### src/rtl/regfile_wb_arbiter.sv
// Writeback arbiter for the register file write port: two one-entry holding
// buffers (ALU, load), one write issued per cycle, $zero suppression, RAW hazard flags.
module regfile_wb_arbiter #(
   parameter int DATA_W    = 32,
   parameter int ADDR_W    = 5,
   parameter int PRIO_MODE = 0
) (
   input  logic              clk,
   input  logic              rst_n,
   input  logic              req0_valid,
   input  logic [ADDR_W-1:0] req0_rd,
   input  logic [DATA_W-1:0] req0_data,
   output logic              req0_ready,
   input  logic              req1_valid,
   input  logic [ADDR_W-1:0] req1_rd,
   input  logic [DATA_W-1:0] req1_data,
   output logic              req1_ready,
   input  logic [ADDR_W-1:0] rs,
   input  logic [ADDR_W-1:0] rt,
   output logic [ADDR_W-1:0] rd,
   output logic [DATA_W-1:0] writedata,
   output logic              regwrite,
   output logic              grant,
   output logic              hazard_a,
   output logic              hazard_b
);

   logic              buf0_full, buf1_full;
   logic [ADDR_W-1:0] buf0_rd, buf1_rd;
   logic [DATA_W-1:0] buf0_data, buf1_data;
   logic              buf1_older;
   logic              ptr;
   logic              accept0, accept1;
   logic              issue, sel;
   logic [ADDR_W-1:0] sel_rd;
   logic [DATA_W-1:0] sel_data;

   assign req0_ready = rst_n & ~buf0_full;
   assign req1_ready = rst_n & ~buf1_full;
   assign accept0    = req0_valid & req0_ready;
   assign accept1    = req1_valid & req1_ready;
   assign issue      = buf0_full | buf1_full;

   always_comb begin
      sel = buf1_full;
      if (buf0_full && buf1_full) begin
         // Same destination: program order must be preserved, so age decides.
         if (buf0_rd == buf1_rd)  sel = buf1_older;
         else if (PRIO_MODE != 0) sel = 1'b0;
         else                     sel = ptr;
      end
   end

   assign sel_rd   = sel ? buf1_rd   : buf0_rd;
   assign sel_data = sel ? buf1_data : buf0_data;

   always_ff @(posedge clk or negedge rst_n) begin
      if (!rst_n) begin
         buf0_full <= 1'b0;
         buf0_rd   <= '0;
         buf0_data <= '0;
      end else if (accept0) begin
         buf0_full <= 1'b1;
         buf0_rd   <= req0_rd;
         buf0_data <= req0_data;
      end else if (issue && !sel) begin
         buf0_full <= 1'b0;
      end
   end

   always_ff @(posedge clk or negedge rst_n) begin
      if (!rst_n) begin
         buf1_full <= 1'b0;
         buf1_rd   <= '0;
         buf1_data <= '0;
      end else if (accept1) begin
         buf1_full <= 1'b1;
         buf1_rd   <= req1_rd;
         buf1_data <= req1_data;
      end else if (issue && sel) begin
         buf1_full <= 1'b0;
      end
   end

   // Relative age stamp: set when buf0 is refilled after buf1; a same-edge pair leaves req0 older.
   always_ff @(posedge clk or negedge rst_n) begin
      if (!rst_n)                  buf1_older <= 1'b0;
      else if (accept0 || accept1) buf1_older <= accept0 & ~accept1;
   end

   always_ff @(posedge clk or negedge rst_n) begin
      if (!rst_n) begin
         ptr       <= 1'b0;
         rd        <= '0;
         writedata <= '0;
         grant     <= 1'b0;
         regwrite  <= 1'b0;
      end else if (issue) begin
         ptr       <= ~sel;
         rd        <= sel_rd;
         writedata <= sel_data;
         grant     <= sel;
         regwrite  <= |sel_rd;
      end else begin
         regwrite  <= 1'b0;
      end
   end

   assign hazard_a = (|rs) & ((buf0_full & (buf0_rd == rs)) | (buf1_full & (buf1_rd == rs)) |
                              (regwrite & (rd == rs)));
   assign hazard_b = (|rt) & ((buf0_full & (buf0_rd == rt)) | (buf1_full & (buf1_rd == rt)) |
                              (regwrite & (rd == rt)));

endmodule
### config.mk
export PLATFORM = sky130hd
export DESIGN_NAME = regfile_wb_arbiter
export DESIGN_NICKNAME = d
export VERILOG_FILES = /design/src/rtl/regfile_wb_arbiter.sv
export SDC_FILE = /design/constraint.sdc
export NUM_CORES = 1
export LEC_CHECK = 0
export CAP_MARGIN = 10
export CORE_MARGIN = 2
export CORE_UTILIZATION = 45
export DETAILED_ROUTE_END_ITERATION = 7
export PLACE_DENSITY_LB_ADDON = 0.12
export SETUP_SLACK_MARGIN = 0.5
export SLEW_MARGIN = 20
export SYNTH_ARGS = -nofsm -noshare
export SYNTH_HDL_FRONTEND = slang
export SYNTH_SLANG_ARGS = --single-unit
### constraint.sdc
create_clock -name clk -period 2.1 [get_ports clk]
set_input_delay 0.21 -clock clk [delete_from_list [all_inputs] [get_ports clk]]
set_output_delay 0.21 -clock clk [all_outputs]
set_load 0.01 [all_outputs]
==> flow_summary.json, run 1 <==
{
  "endpoint_kind": "primary output",
  "clockRootBuffer": "clkbuf_16",
  "via_per_inst": 5.44,
  "async_flop_share_pct": 100,
  "swShare_pct": 27.7,
  "tightest_slew_ps": 535,
  "synth_nets": 510,
  "relSlewSlack_pct": 64.4,
  "cap_violations": 0,
  "path_class": "flip-flop to primary output",
  "p_int_mw": 6.17,
  "n_antenna_cell": 0,
  "ant_nets": 0,
  "ios": 131,
  "synth_top_family_by_area": "compound AO/OA/AOI/OAI gates",
  "setup_violations": 0,
  "wl_per_cell_um": 19.2,
  "grt_pass1_vias": 4175,
  "muxShareOfSynthArea_pct": 14.7,
  "ys_types": 35,
  "cts_tree": "done",
  "die-area_mm2": 0.0135,
  "ys_ff_latch": 117,
  "path_max_fanout": 3,
  "synth_edf_count": 0,
  "yosysSeqAreaShare_pct": 51.7,
  "timing.final.crit_period_ps": 1980,
  "power_frac_seq_pct": 37.9,
  "synthSimpleGateAreaFrac_pct": 6.94,
  "firstDrtPassIters": 4,
  "nFillCells": 925,
  "rows": 40,
  "rsz0062_at_grt": "yes",
  "cp.required_ps": 1890,
  "cts_sinks": 117,
  "port_buffers": 130,
  "vias": 4098,
  "die_x_um": 116,
  "hpwl_mm": 9.35,
  "worst_slack_ps": 122,
  "synthCells": 422,
  "htreeDepth": 4,
  "cellLeakagePower_nw": 3.40,
  "p_per_area_mw_per_mm2": 1070,
  "drive_gt1_share_pct": 27.5,
  "regToRegSetupSlack_ps": 180,
  "synth_compound_area_share_pct": 15.4,
  "placed_area_mm2": 0.00723,
  "core_mm2": 0.0122,
  "pwr-share-clk_pct": 31.8,
  "clk_pin_slew_worst_paths_ps": 50,
  "max_freq_mhz": 506,
  "synth_xor_area_share_pct": 6.41,
  "antenna_found_initial": 0,
  "overflow": 0,
  "cp.arrival_ps": 1770,
  "peakVddDrop_v": 0.000626,
  "skew_ps": 12.2,
  "synthAdderAreaFrac_pct": 0,
  "nNetsFinal": 665,
  "drt_iter0_markers": 223,
  "combPwrFrac_pct": 30.2,
  "ys.flop_type": "dfrtp_1",
  "status": "complete, no violations",
  "fin_crit_sh_pct": 94.2,
  "drc": 0,
  "clk_latency_ps": 410,
  "syn_area_per_cell_um2": 13.4,
  "syn2layout_area_growth_pct": 41.0,
  "grt_start_max_net_pins": 95,
  "holdWs_ps": 239,
  "utilization_pct": 65.6,
  "grt_usage_pct": 22.3,
  "dieHeight_um": 116,
  "netlist_area_mm2": 0.00566,
  "design_area_mm2": 0.00798,
  "cts_buffers": 17,
  "clk_path_buf_depth": 2,
  "gp_congestion": 0.862,
  "cp-start-kind": "flip-flop",
  "ys_warn_count": 0,
  "hold_viol": 0,
  "power_mw": 8.54,
  "min_path_type": "primary input to flip-flop",
  "switching_power_mw": 2.37,
  "grt_pass1_wl_mm": 22.4,
  "post-place-ws_ps": -165,
  "initial_utilization_pct": 46.5,
  "routed_wl_mm": 14.5,
  "drv_slew": 0
}
==> area by class of cell <==
class	count	area, µm²	area share (%)
Sequential cell	117	2940	36.9
Inverter	1	3.75	0.0471
Tap cell	168	210	2.64
Multi-Input combinational cell	265	2540	31.9
Clock buffer	23	468	5.87
Clock inverter	5	77.6	0.973
Timing Repair Buffer	175	1730	21.7
==> what timing repair did <==
item	4_1_cts	5_1_grt
gates cloned	3	0
hold endpoints to repair	117	0
endpoints found under the setup margin	49	45
hold buffers	1	0
resized for setup	36	7
setup buffers	7	2
pin swaps	7	6
==> sequential cells by signal, indices dropped and copies added (netlist names) <==
name	flops
buf0_data	32
buf0_full	1
buf0_rd	5
buf1_data	32
buf1_full	1
buf1_older	1
buf1_rd	5
grant	1
ptr	1
rd	5
regwrite	1
writedata	32
==> kinds of logic after synthesis <==
kind of cell | after synthesis
flip-flops | 117
multiplexers | 74
AO/OA/AOI/OAI | 92
XOR/XNOR | 35
buffers and inverters | 40
AND/OR/NAND/NOR | 64
==> Yosys cell counts, types with 6 or more instances <==
master    count  area (µm²)
a211o_1      37         324
nor2b_1      39         244
buf_6         7        78.8
mux2_2       59         664
dfrtp_1     117        2930
clkbuf_1     12        45.0
buf_2        13        65.1
o221a_1      37         417
nor4_1        6        37.5
mux2_1       15         169
xnor2_1       8        70.1
xor2_1       24         210
==> critical path: stages (launching register included) <==
cell	delay (ps)
dfrtp_2	420
xor2_1	170
nor4_1	260
and3_1	200
a31oi_1	40
a21oi_1	130
buf_2	140
==> final timing paths <==
check	from	to	cells after the start
setup / recovery	buf0_rd[0]	hazard_b	6
hold / removal	rst_n	buf1_older	3
setup reg to reg	buf1_rd[3]	writedata[6]	8
hold reg to reg	grant	grant	1
max in group asynchronous	rst_n	buf0_rd[2]	3
min in group asynchronous	rst_n	buf1_full	3
==> power by group through the flow <==
stage	combinational [mW]	clock (mW)	sequential, mW
CTS	2.58	2.77	3.24
global route	2.78	2.86	3.31
finish	2.58	2.72	3.24
global placement	2.40	0	3.26
floorplan	1.41	0	3.22
detailed placement	2.45	0	3.28
==> layer usage <==
metal	global-route usage, %	wire length (µm)
met5	0	0
met3	5.81	637
met2	37.2	7330
met1	29.0	6370
met4	6.43	170
==> cells in the final DEF, fill, tap and decap left out, types with 3 or more instances in the layout <==
cell type,netlist,routed
buf_12,0,5
xor2_1,24,23
xnor2_1,8,6
a211o_1,37,37
nor2b_1,39,37
o221a_1,37,37
mux2_2,59,59
clkbuf_16,0,17
buf_6,7,5
dfrtp_1,117,105
buf_4,4,34
or4_1,4,4
nor2_1,4,3
clkdlybuf4s50_1,0,120
nor4_1,6,5
clkbuf_1,12,4
dfrtp_2,0,12
xnor2_4,3,4
a21oi_1,4,4
dlygate4sd2_1,0,5
mux2_1,15,15
nand3_1,3,3
==> through the flow <==
step / instances / setup TNS, ps
2_1_floorplan: 422 / 0
3_3_place_gp: 713 / -251
3_5_place_dp: 713 / -324
4_1_cts: 752 / 0
5_1_grt: 754 / 0
6_report: 754 / 0
No activity file was read; power rests on OpenSTA's default activity.
==> run 2: changes to the inputs <==
DONT_BUFFER_PORTS = 1   (was not set)
==> run 2 against run 1 <==
The run now ends with negative hold slack left; power increased by 0.71%; clock power up 18%; sequential power up 5%; largest power group unchanged; highest routed layer unchanged.
==> flow_summary.json, run 2 (synthesized netlist as in run 1, its figures left out) <==
{
  "holdWs_ps": -517,
  "die_x_um": 116,
  "route.met2.wl_mm": 7.10,
  "rows": 40,
  "clk_latency_ps": 420,
  "place_inst": 569,
  "highest_layer": "met4",
  "die-area_mm2": 0.0135,
  "instances_no_fill": 704,
  "dieHeight_um": 116,
  "fin_crit_sh_pct": 96.2,
  "htreeDepth": 4,
  "gp_congestion": 0.790,
  "power_mw": 8.60,
  "layout_common_cells": "dfrtp_1, dlygate4sd3_1, mux2_2",
  "multiInputGateArea_mm2": 0.00257,
  "ant_nets": 0,
  "cts_sinks": 117,
  "wl_per_cell_um": 20.1,
  "grt_usage_pct": 22.0,
  "cellLeakagePower_nw": 3.27,
  "clk_pin_slew_worst_paths_ps": 60,
  "p_per_area_mw_per_mm2": 1130,
  "rsz0062_at_grt": "yes",
  "cp.arrival_ps": 2320,
  "placed_area_mm2": 0.00579,
  "antenna_found_initial": 0,
  "reg.largest.list": "buf0_data: 32 flops, buf1_data: 32 flops, writedata: 32 flops",
  "hpwl_mm": 7.97,
  "final_common_cell": "dfrtp_1",
  "setup_violations": 0,
  "vias": 3954,
  "clockRootBuffer": "clkbuf_16",
  "core_mm2": 0.0122,
  "initial_utilization_pct": 46.5,
  "wl_met3_um": 982,
  "wl_met1_mm": 5.75,
  "nFillCells": 942,
  "clk_path_buf_depth": 2,
  "routed_wl_mm": 14.1,
  "endpoint_kind": "flip-flop",
  "firstDrtPassIters": 7,
  "min_path_type": "primary input to async pin",
  "path_max_fanout": 22,
  "cp-start-kind": "flip-flop",
  "skew_ps": 10.5,
  "cap_violations": 0,
  "overflow": 0,
  "drt_iter0_markers": 280,
  "cts_tree": "done",
  "cts_hold_buf": 76,
  "design_area_mm2": 0.00763,
  "cts_buffers": 17,
  "timing.final.crit_period_ps": 2020,
  "hold_viol": 117,
  "drc": 0,
  "cp.required_ps": 2400,
  "tightest_slew_ps": 405,
  "violations": "negative hold slack",
  "grt_pass1_vias": 4229,
  "drive_gt1_share_pct": 31.4,
  "path_class": "flip-flop to flip-flop",
  "syn2layout_area_growth_pct": 34.8,
  "peakVddDrop_v": 0.000753,
  "via_per_inst": 5.62,
  "grt_pass1_wl_mm": 22.0,
  "max_freq_mhz": 495,
  "nNetsFinal": 610,
  "drv_slew": 0,
  "status": "finished, violations left",
  "grt_start_max_net_pins": 120,
  "port_buffers": 0,
  "regArea_mm2": 0.00294,
  "ios": 131,
  "fin_setup_tns_ps": 0,
  "relSlewSlack_pct": 73.0
}
==> run 2: timing repair <==
item / 4_1_cts / 5_1_grt
gates cloned: 3 / 0
endpoints found under the hold margin: 193 / 117
buffers inserted: 20 / 3
setup endpoints to repair: 42 / 47
gates resized for setup: 32 / 17
pin swaps: 11 / 9
==> run 2: power by group <==
| group | internal [mW] | leakage (nW) | total, mW | switching, mW |
|---|---|---|---|---|
| Combinational | 1.22 | 1.59 | 1.98 | 0.761 |
| Sequential | 2.81 | 1.37 | 3.40 | 0.587 |
| Clock | 2.15 | 0.313 | 3.22 | 1.07 |
==> run 2: final timing paths <==
path | from | endpoint | slack, ps | cells past startpoint
setup / recovery | buf0_rd[2] | writedata[19] | 80 | 6
hold / removal | rst_n | writedata[25] | -520 | 0
setup reg to reg | buf0_rd[2] | writedata[19] | 80 | 6
hold reg to reg | buf0_data[17] | buf0_data[17] | 490 | 1
max in group asynchronous | rst_n | buf1_full | 2480 | 0
min in group clk | req1_valid | buf1_rd[3] | 200 | 2
==> run 2: stage by stage <==
| step | util (%) | hold WS, ps | worst slack, ps |
|---|---|---|---|
| floorplan | - | -85.6 | 435 |
| detailed placement | 47.6 | -82.5 | 184 |
| CTS | 61.9 | -539 | 129 |
| global placement | 47.6 | -81.9 | 254 |
| finish | 62.7 | -517 | 79.2 |
| global route | 62.7 | -544 | 19.6 |
==> run 2: area by class of cell <==
| class | instances | share of cell area [%] |
|---|---|---|
| Antenna cell | 1 | 0.0328 |
| Sequential cell | 117 | 38.6 |
| Multi-Input combinational cell | 265 | 33.7 |
| Clock buffer | 18 | 5.76 |
| Timing Repair Buffer | 120 | 16.1 |
| Tap cell | 168 | 2.76 |
| Inverter | 1 | 0.0492 |
| Clock inverter | 14 | 2.95 |
==> run 2: routing by layer <==
metal  track usage (%)  vias to the layer above
met2              35.4                      142
met5                 0                        -
li1                  -                     1780
met3              8.15                       22
met4              8.97                        0
met1              27.2                     2010
==> run 2: worst max-delay path, cell delays in order (launching register included) <==
cell and delay [ps]:
dfrtp_2 470, xnor2_2 350, nand2_4 120, buf_4 150
o31a_4 370, buf_12 170, o221a_1 250
